`config.mk`:
```
export PLATFORM = sky130hd
export DESIGN_NAME = gpio_cfg_serializer
export DESIGN_NICKNAME = d
export VERILOG_FILES = /design/src/rtl/gpio_cfg_serializer.sv
export SDC_FILE = /design/constraint.sdc
export NUM_CORES = 1
export LEC_CHECK = 0
export CAP_MARGIN = 25
export CORE_AREA = 2 2 203 205
export CTS_BUF_LIST = sky130_fd_sc_hd__clkbuf_4 sky130_fd_sc_hd__clkbuf_8
export CTS_CLUSTER_SIZE = 24
export DETAILED_ROUTE_END_ITERATION = 10
export DIE_AREA = 0 0 205 207
export PLACE_DENSITY_LB_ADDON = 0.25
export RECOVER_POWER = 100
export SYNTH_ARGS = -nofsm -noshare
export SYNTH_HDL_FRONTEND = slang
export SYNTH_SLANG_ARGS = --single-unit
```
`constraint.sdc`:
```
create_clock -name clk -period 5 [get_ports clk]
set_input_delay 1 -clock clk [delete_from_list [all_inputs] [get_ports clk]]
set_output_delay 1 -clock clk [all_outputs]
set_load 0.005 [all_outputs]
```
`src/rtl/gpio_cfg_serializer.sv`:
```
// gpio_cfg_serializer: fabric-side transmitter for the GPIO serial configuration bus and its strobes
module gpio_cfg_serializer #(
   parameter int DATA_W  = 256,
   parameter int CLK_DIV = 4,
   parameter int STRB_W  = 8
) (
   input  logic              clk,
   input  logic              rstn,
   input  logic              cmd_valid,
   output logic              cmd_ready,
   input  logic [7:0]        cmd_target,
   input  logic [8:0]        cmd_len,
   input  logic [DATA_W-1:0] cmd_data,
   output logic [8:0]        gpio_out,
   output logic              busy,
   output logic              done,
   output logic              err
);
   localparam int MX = CLK_DIV > STRB_W ? CLK_DIV : STRB_W;
   localparam int CW = MX > 1 ? $clog2(MX) : 1;
   localparam int BW = DATA_W > 1 ? $clog2(DATA_W) : 1;
   localparam logic [CW-1:0] DIV_LAST = CW'(CLK_DIV - 1);
   localparam logic [CW-1:0] STRB_LAST = CW'(STRB_W - 1);
   typedef enum logic [2:0] {IDLE, LOW, HIGH, STRB, DONE, ERR} state_t;
   state_t st, ns;
   logic [CW-1:0] div_q, div_n;
   logic [BW-1:0] bit_q, bit_n;
   logic [3:0] tgt_q, tgt_n;
   logic [DATA_W-1:0] data_q, data_n;
   logic [8:0] gpio_n;
   logic accept, is_strb, is_ser, bad, sd_n;
   assign accept = cmd_valid & cmd_ready;
   assign is_strb = cmd_target == 8'd5 || cmd_target == 8'd6;
   assign is_ser = cmd_target != 8'd0 && cmd_target <= 8'd8 && !is_strb;
   assign bad = !(is_strb || (is_ser && cmd_len != 9'd0 && int'(cmd_len) <= DATA_W));
   always_comb begin
      ns = st;
      div_n = div_q;
      bit_n = bit_q;
      tgt_n = tgt_q;
      data_n = data_q;
      case (st)
         IDLE: if (accept) begin
            tgt_n = cmd_target[3:0];
            data_n = cmd_data;
            bit_n = BW'(cmd_len - 9'd1);
            div_n = '0;
            ns = bad ? ERR : is_strb ? STRB : LOW;
         end
         LOW: begin
            div_n = div_q == DIV_LAST ? '0 : div_q + 1'b1;
            ns = div_q == DIV_LAST ? HIGH : LOW;
         end
         HIGH: begin
            div_n = div_q == DIV_LAST ? '0 : div_q + 1'b1;
            bit_n = div_q == DIV_LAST && bit_q != '0 ? bit_q - 1'b1 : bit_q;
            ns = div_q != DIV_LAST ? HIGH : bit_q != '0 ? LOW : DONE;
         end
         STRB: begin
            div_n = div_q == STRB_LAST ? '0 : div_q + 1'b1;
            ns = div_q == STRB_LAST ? DONE : STRB;
         end
         default: ns = IDLE;
      endcase
      // sdata only moves when the bit index does, which happens solely on entry to LOW
      sd_n = (ns == LOW || ns == HIGH) && data_n[bit_n];
      gpio_n = (9'(ns == HIGH || ns == STRB) << tgt_n) | 9'(sd_n);
   end
   always_ff @(posedge clk or negedge rstn) begin
      if (!rstn) begin
         st <= IDLE;
         div_q <= '0;
         bit_q <= '0;
         tgt_q <= '0;
         data_q <= '0;
         cmd_ready <= 1'b0;
         gpio_out <= '0;
         busy <= 1'b0;
         done <= 1'b0;
         err <= 1'b0;
      end else begin
         st <= ns;
         div_q <= div_n;
         bit_q <= bit_n;
         tgt_q <= tgt_n;
         data_q <= data_n;
         cmd_ready <= ns == IDLE;
         gpio_out <= gpio_n;
         busy <= ns inside {LOW, HIGH, STRB, DONE};
         done <= ns == DONE;
         err <= ns == ERR;
      end
   end
endmodule

```
Yosys cells after proc, flatten, opt, wreduce, memory -nomap -nowiden
Cells that the tools add are included.
Word-level totals
  register bits: 287
  output and inout bits: 13
  logic and storage cells: 74
Operators by class
  add/sub/neg operators: 3
  $lt $le $gt $ge: 3
  equality and inequality tests: 14
  shifts and indexed selects: 1
  mux-type cells: 21
  bitwise gates (word level): 2
  reduce and logical (&&, ||, !) cells: 20
Operators by type and width (count)
  $mux 256: 2
  $mux 3: 8
  $eq 8x3->1 const B: 2
  $mux 8: 2
  $pmux 8 s2: 1
  $reduce_bool 8->1: 2
  $sub 8x1->8 const B: 2
  $eq 3x2->1 const B: 5
  $pmux 3 s4: 1
  $eq 3x3->1 const B: 3
  $le 9x9->1 const B: 1
  $lt 8x9->1 const B: 1
  $or 9x1->9: 1
  $pmux 3 s3: 1
  $reduce_bool 9->1: 1
  $shl 1x4->9: 1
  $bmux 1 s8: 1
  $le 8x4->1 const B: 1
  $mux 4: 2
  $eq 3x1->1 const B: 2
  $logic_and 1x1->1: 6
  $logic_not 3->1: 2
  $logic_or 1x1->1: 4
  $mux 2: 2
  10 further kinds: 10

Depth between registers and ports, before layout
  depth in word-level cells: 14
  mapped depth: 19
  gate-level depth less buffers: 14

Worst setup path after synthesis
No wires, ideal clock.
  path type: input -> register
  start: input cmd_len[0]
  end: register gpio_out[0]
  setup time: 0.120 ns
  arrival: 3.477 ns
  data required time: 4.880 ns
  path slack: 1.404 ns
  cell stages on the path: 14
  path buffers: 5
  path through: or3b_2 > mux2i_1 > a211o_1 > buf_4 > buf_4 > buf_2 > buf_2 > buf_2 > nand3_1 > o211ai_1 > o21ai_0 > a211oi_1 > a32oi_1 > a31o_1
On the way
  longest elaborated chain between the ends: 11
Ends and longest elaborated chain
  start, declared: line 12  | input logic [8:0] cmd_len,
  branches (longest 10 deep; another with $sub 8x1->8)
  $or 9x1->9 *: line 67  | gpio_n = (9'(ns == HIGH || ns == STRB) << tgt_n) | 9'(sd_n);
  named net gpio_n[0]: line 30  | logic [8:0] gpio_n;
  end signal, assigned: line 88  | gpio_out <= gpio_n;
  end, declared: line 14  | output logic [8:0] gpio_out,
Mark *: on every way through the listed nets, which the timed path passes. The select of a mux whose other input is x is not followed.
A chain may end at the register's enable or synchronous reset.

Final worst setup path
  start: input cmd_valid
  end: register gpio_out[0]
On the way
  longest elaborated chain between the ends: 7
Ends and longest elaborated chain
  start, declared: line 9  | input logic cmd_valid,
  $and 1x1->1: line 32  | assign accept = cmd_valid & cmd_ready;
  $mux 256: line 43  | IDLE: if (accept) begin
  $mux 256: line 42  | case (st)
  named net data_n[63]: line 29  | logic [DATA_W-1:0] data_q, data_n;
  $bmux 1 s8: line 66  | sd_n = (ns == LOW || ns == HIGH) && data_n[bit_n];
  $mux 1 (implied by the code): line 66
  $logic_and 1x1->1: line 66
  $or 9x1->9: line 67
  named net gpio_n[0]: line 30
The timed path passes the listed nets, and every way through them passes these cells. The select of a mux whose other input is x is not followed.

==> impl_results.rst <==
.. list-table::
   :header-rows: 1

   * - Metric
     - Value
   * - Synthesized flop and latch total
     - 287
   * - Die W
     - 205 um
   * - Startpoint class of the critical path
     - input pin
   * - Number of buffers inserted during clock tree synthesis
     - 50
   * - Kind of end point of the critical path
     - flip-flop
   * - Wire length reported by the detailed router
     - 46280 um
   * - Number of synthesized flops with an enable pin
     - 0
   * - Final layout net count
     - 2147
   * - Number of unique standard cell types used by synthesis
     - 71
   * - Post-route minimum period
     - 4.480 ns
   * - Count of routing violations after the opening detailed-route iteration
     - 931
   * - Post-CTS Setup Inserts
     - 0
   * - Summed instance area of the synthesized netlist
     - 0.01397 mm2
   * - Largest net degree at the start of global routing
     - 121
   * - Number of vias per cell after detailed routing
     - 5.041
   * - GRT busiest layer
     - met2
   * - Top-area cell type share of the netlist area
     - 0.5139
   * - Slew Viols, Final
     - 119
   * - Static leakage power
     - 8.719 nW
   * - Die footprint
     - 0.04244 mm2
   * - Number of maximum-capacitance constraint violations
     - 1
   * - Most common cell after layout, fill and taps aside
     - sky130_fd_sc_hd__nand2_1
   * - Met2 layer usage reported by global route
     - 0.3375
   * - Average instance area after synthesis
     - 8.767 um2
   * - Ratio of total power to cell area
     - 644.3 mW/mm2
   * - Top cells by area, synth
     - sky130_fd_sc_hd__dfrtp_1 (51%), sky130_fd_sc_hd__nand2_1 (17%), sky130_fd_sc_hd__mux2_2 (5.0%)
   * - Register area share after synthesis
     - 0.5139
   * - Arr. time, crit path
     - 4.97 ns
   * - Area overhead of the layout relative to synthesis
     - 32.69%
   * - Core area
     - 0.04037 mm2
   * - Max IR drop VDD
     - 0.0002653 V
   * - Number of antenna violations at the first check in global routing
     - 4
   * - Critical Path Fanout Max
     - 91
   * - Final standard cell utilization of the core
     - 0.4593
   * - Footprint of the multi-input gates
     - 0.006230 mm2
   * - DRC Markers
     - 0
   * - Post-synthesis cell count
     - 1594
   * - Worst Hold Margin
     - 0.4660 ns
   * - Die Ht
     - 207 um
   * - Tcrit/Tclk final
     - 0.8959
   * - Input/output buffers
     - 288
   * - Total global routing track utilization
     - 0.2183
   * - WL/cell
     - 18.96 um
   * - Number of fillers in the final layout
     - 4026
   * - Cts hold-fix bufs
     - 0
   * - Aggregate global routing overflow
     - 0
   * - Fin Setup TNS
     - 0 ns
   * - Status
     - finished with violations
   * - Post-synthesis async set-or-reset flop share
     - 1.000
   * - Overall via count from detail_route
     - 12.31k
   * - IO Pins
     - 289
   * - Met3 usage in global routing
     - 0.03996
   * - Post-CTS clock slew at the launch and capture registers of the worst setup and hold paths
     - 0.07 ns
   * - Setup repair after global routing missed its margin
     - no
   * - Clock H-tree levels
     - 2
   * - Global-route wire length before repair
     - 71930 um
   * - Final number of hold-violating endpoints
     - 0
   * - Largest area contributor in the synthesized netlist
     - sky130_fd_sc_hd__dfrtp_1
   * - Primary FF master, synth
     - sky130_fd_sc_hd__dfrtp_1
   * - DP HPWL
     - 32830 um
   * - Global placement routability congestion
     - 0.8276
   * - Post-place setup slack
     - 0.1844 ns
   * - First-pass iteration count of the detailed router
     - 5
   * - Insertion delay of the later-clocked pin in the worst-skew pair
     - 0.60 ns
   * - Clock Root Buffer
     - sky130_fd_sc_hd__clkbuf_8
   * - Number of warnings issued by yosys
     - 0
   * - Worst slew slack as a fraction of its limit
     - -1.128
   * - Required time reported for the critical path endpoint
     - 5.49 ns
   * - Row Count
     - 74
   * - Minimum setup slack in the final design
     - 0.5203 ns
   * - Commonest cells after routing, fill and taps aside
     - sky130_fd_sc_hd__nand2_1 (640), sky130_fd_sc_hd__dfrtp_1 (287), sky130_fd_sc_hd__clkdlybuf4s50_1 (272), sky130_fd_sc_hd__nor2_1 (108), sky130_fd_sc_hd__clkbuf_8 (69)
   * - CTS Sinks
     - 287
   * - Violated checks
     - max-capacitance violations, max-slew violations
   * - Starting Density
     - 0.3462
   * - Via count of the first global-routing pass
     - 12.78k
   * - Layout cells sized above 1
     - 0.09444
   * - F_max
     - 223.2 MHz
   * - Skew final
     - 0.03365 ns
   * - TritonCTS clock tree
     - built
   * - Path class of the lowest-slack min-delay path
     - reg2reg
   * - Sequential cell area
     - 0.007182 mm2
   * - Measured slew at the worst slew-check pin
     - 3.192 ns
   * - Met1 GRT Util
     - 0.3085
   * - Synthesized net count
     - 1876
   * - Area of placed instances
     - 0.01744 mm2
   * - Type of the worst setup path
     - in2reg
   * - Final Instance Area
     - 0.01854 mm2
   * - Buffer levels on the longest clock path
     - 3
   * - Count of antenna-violating nets left after detailed routing
     - 0
   * - Number of resized instances in the post-cts repair step
     - 0
   * - Finish-stage setup viols
     - 0
-- worst max-delay path, cell delays in order --
cell and delay (ns):
sky130_fd_sc_hd__dlygate4sd3_1 0.57, sky130_fd_sc_hd__nand2_1 0.08, sky130_fd_sc_hd__nor3_1 0.84, sky130_fd_sc_hd__buf_12 0.41, sky130_fd_sc_hd__mux2_1 0.39, sky130_fd_sc_hd__or2_2 0.30, sky130_fd_sc_hd__o211ai_1 0.08, sky130_fd_sc_hd__o21ai_0 0.17
sky130_fd_sc_hd__o21ai_0 0.47, sky130_fd_sc_hd__o211ai_1 0.16, sky130_fd_sc_hd__o41ai_1 0.09, sky130_fd_sc_hd__o31ai_1 0.12, sky130_fd_sc_hd__a31o_1 0.19
-- flip-flops by register name (all words and copies together), names as in the netlist --
name	flops
done	1
bit_q	8
gpio_out	9
data_q	256
cmd_ready	1
busy	1
err	1
tgt_q	4
div_q	3
st	3
-- cells in the mapped netlist, types with 3 or more instances --
master	instances
sky130_fd_sc_hd__nand2_1	640
sky130_fd_sc_hd__dfrtp_1	287
sky130_fd_sc_hd__nor2_1	108
sky130_fd_sc_hd__mux2_2	62
sky130_fd_sc_hd__buf_2	46
sky130_fd_sc_hd__nand3_1	42
sky130_fd_sc_hd__o211ai_1	38
sky130_fd_sc_hd__clkbuf_1	33
sky130_fd_sc_hd__mux2i_1	29
sky130_fd_sc_hd__a21oi_1	28
sky130_fd_sc_hd__o21ai_0	23
sky130_fd_sc_hd__nor3_1	22
sky130_fd_sc_hd__a311oi_1	19
sky130_fd_sc_hd__a31oi_1	19
sky130_fd_sc_hd__inv_1	17
sky130_fd_sc_hd__or2_2	14
sky130_fd_sc_hd__buf_4	13
sky130_fd_sc_hd__a211oi_1	12
sky130_fd_sc_hd__o311ai_0	11
sky130_fd_sc_hd__buf_1	10
sky130_fd_sc_hd__a311o_1	9
sky130_fd_sc_hd__nor4_1	8
sky130_fd_sc_hd__or3_1	8
sky130_fd_sc_hd__ha_1	6
sky130_fd_sc_hd__xnor2_1	6
sky130_fd_sc_hd__o22ai_1	5
sky130_fd_sc_hd__nand2b_1	4
sky130_fd_sc_hd__o21a_1	4
sky130_fd_sc_hd__xor2_1	4
sky130_fd_sc_hd__a21o_1	3
sky130_fd_sc_hd__and2_1	3
sky130_fd_sc_hd__nor3b_1	3
sky130_fd_sc_hd__o2111ai_1	3
sky130_fd_sc_hd__o31ai_1	3
-- stage by stage --
step | std cells | total power, mW
6_report | 2441 | 11.95
5_1_grt | 2441 | 12.89
4_1_cts | 2438 | 12.14
3_5_place_dp | 2345 | 9.700
3_3_place_gp | 2345 | 9.580
2_1_floorplan | 1594 | 7.685
-- worst paths after layout --
path	start	end	slack [ns]	cells past startpoint
min in group asynchronous	rstn	gpio_out[6]$_DFF_PN0_	1.49	1
max reg2reg	st[0]$_DFF_PN0_	gpio_out[0]$_DFF_PN0_	0.67	12
min reg2reg	data_q[197]$_DFF_PN0_	data_q[197]$_DFF_PN0_	0.47	2
max	cmd_valid	gpio_out[0]$_DFF_PN0_	0.52	13
max in group asynchronous	rstn	data_q[78]$_DFF_PN0_	1.70	1
min	data_q[197]$_DFF_PN0_	data_q[197]$_DFF_PN0_	0.47	2
-- cells by family (layout without fill, tap and decap cells) --
group,Yosys count,after routing,synth area share
and+or+nand+nor,872,872,0.2544
DFF,287,287,0.5139
AOI/OAI and AO/OA,207,207,0.1092
buffers and inverters,121,433,0.04011
muxes,91,91,0.07073
xor gates and xnor gates,10,10,0.006267
adders and majority gates,6,6,0.005372
other,0,3,0
-- where the power goes --
group          switching [mW]  total (mW)  internal [mW]
clock                   0.993        2.39           1.39
sequential              0.329        3.72           3.39
combinational            3.68        5.84           2.17
-- per-layer routing --
metal | share of wire | vias to the layer above
li1 | - | 5917
met1 | 0.46 | 5906
met2 | 0.45 | 405
met3 | 0.063 | 75
met4 | 0.026 | 2
met5 | 0.00035 | -
-- area by class of cell --
| class | count | share of cell area |
|---|---|---|
| Clock inverter | 9 | 0.004184 |
| Antenna cell | 3 | 0.0004049 |
| Multi-Input combinational cell | 1186 | 0.3360 |
| Inverter | 19 | 0.003846 |
| Timing Repair Buffer | 321 | 0.1751 |
| Tap cell | 532 | 0.03590 |
| Clock buffer | 84 | 0.05729 |
| Sequential cell | 287 | 0.3873 |
(Power assumes the default switching activity.)
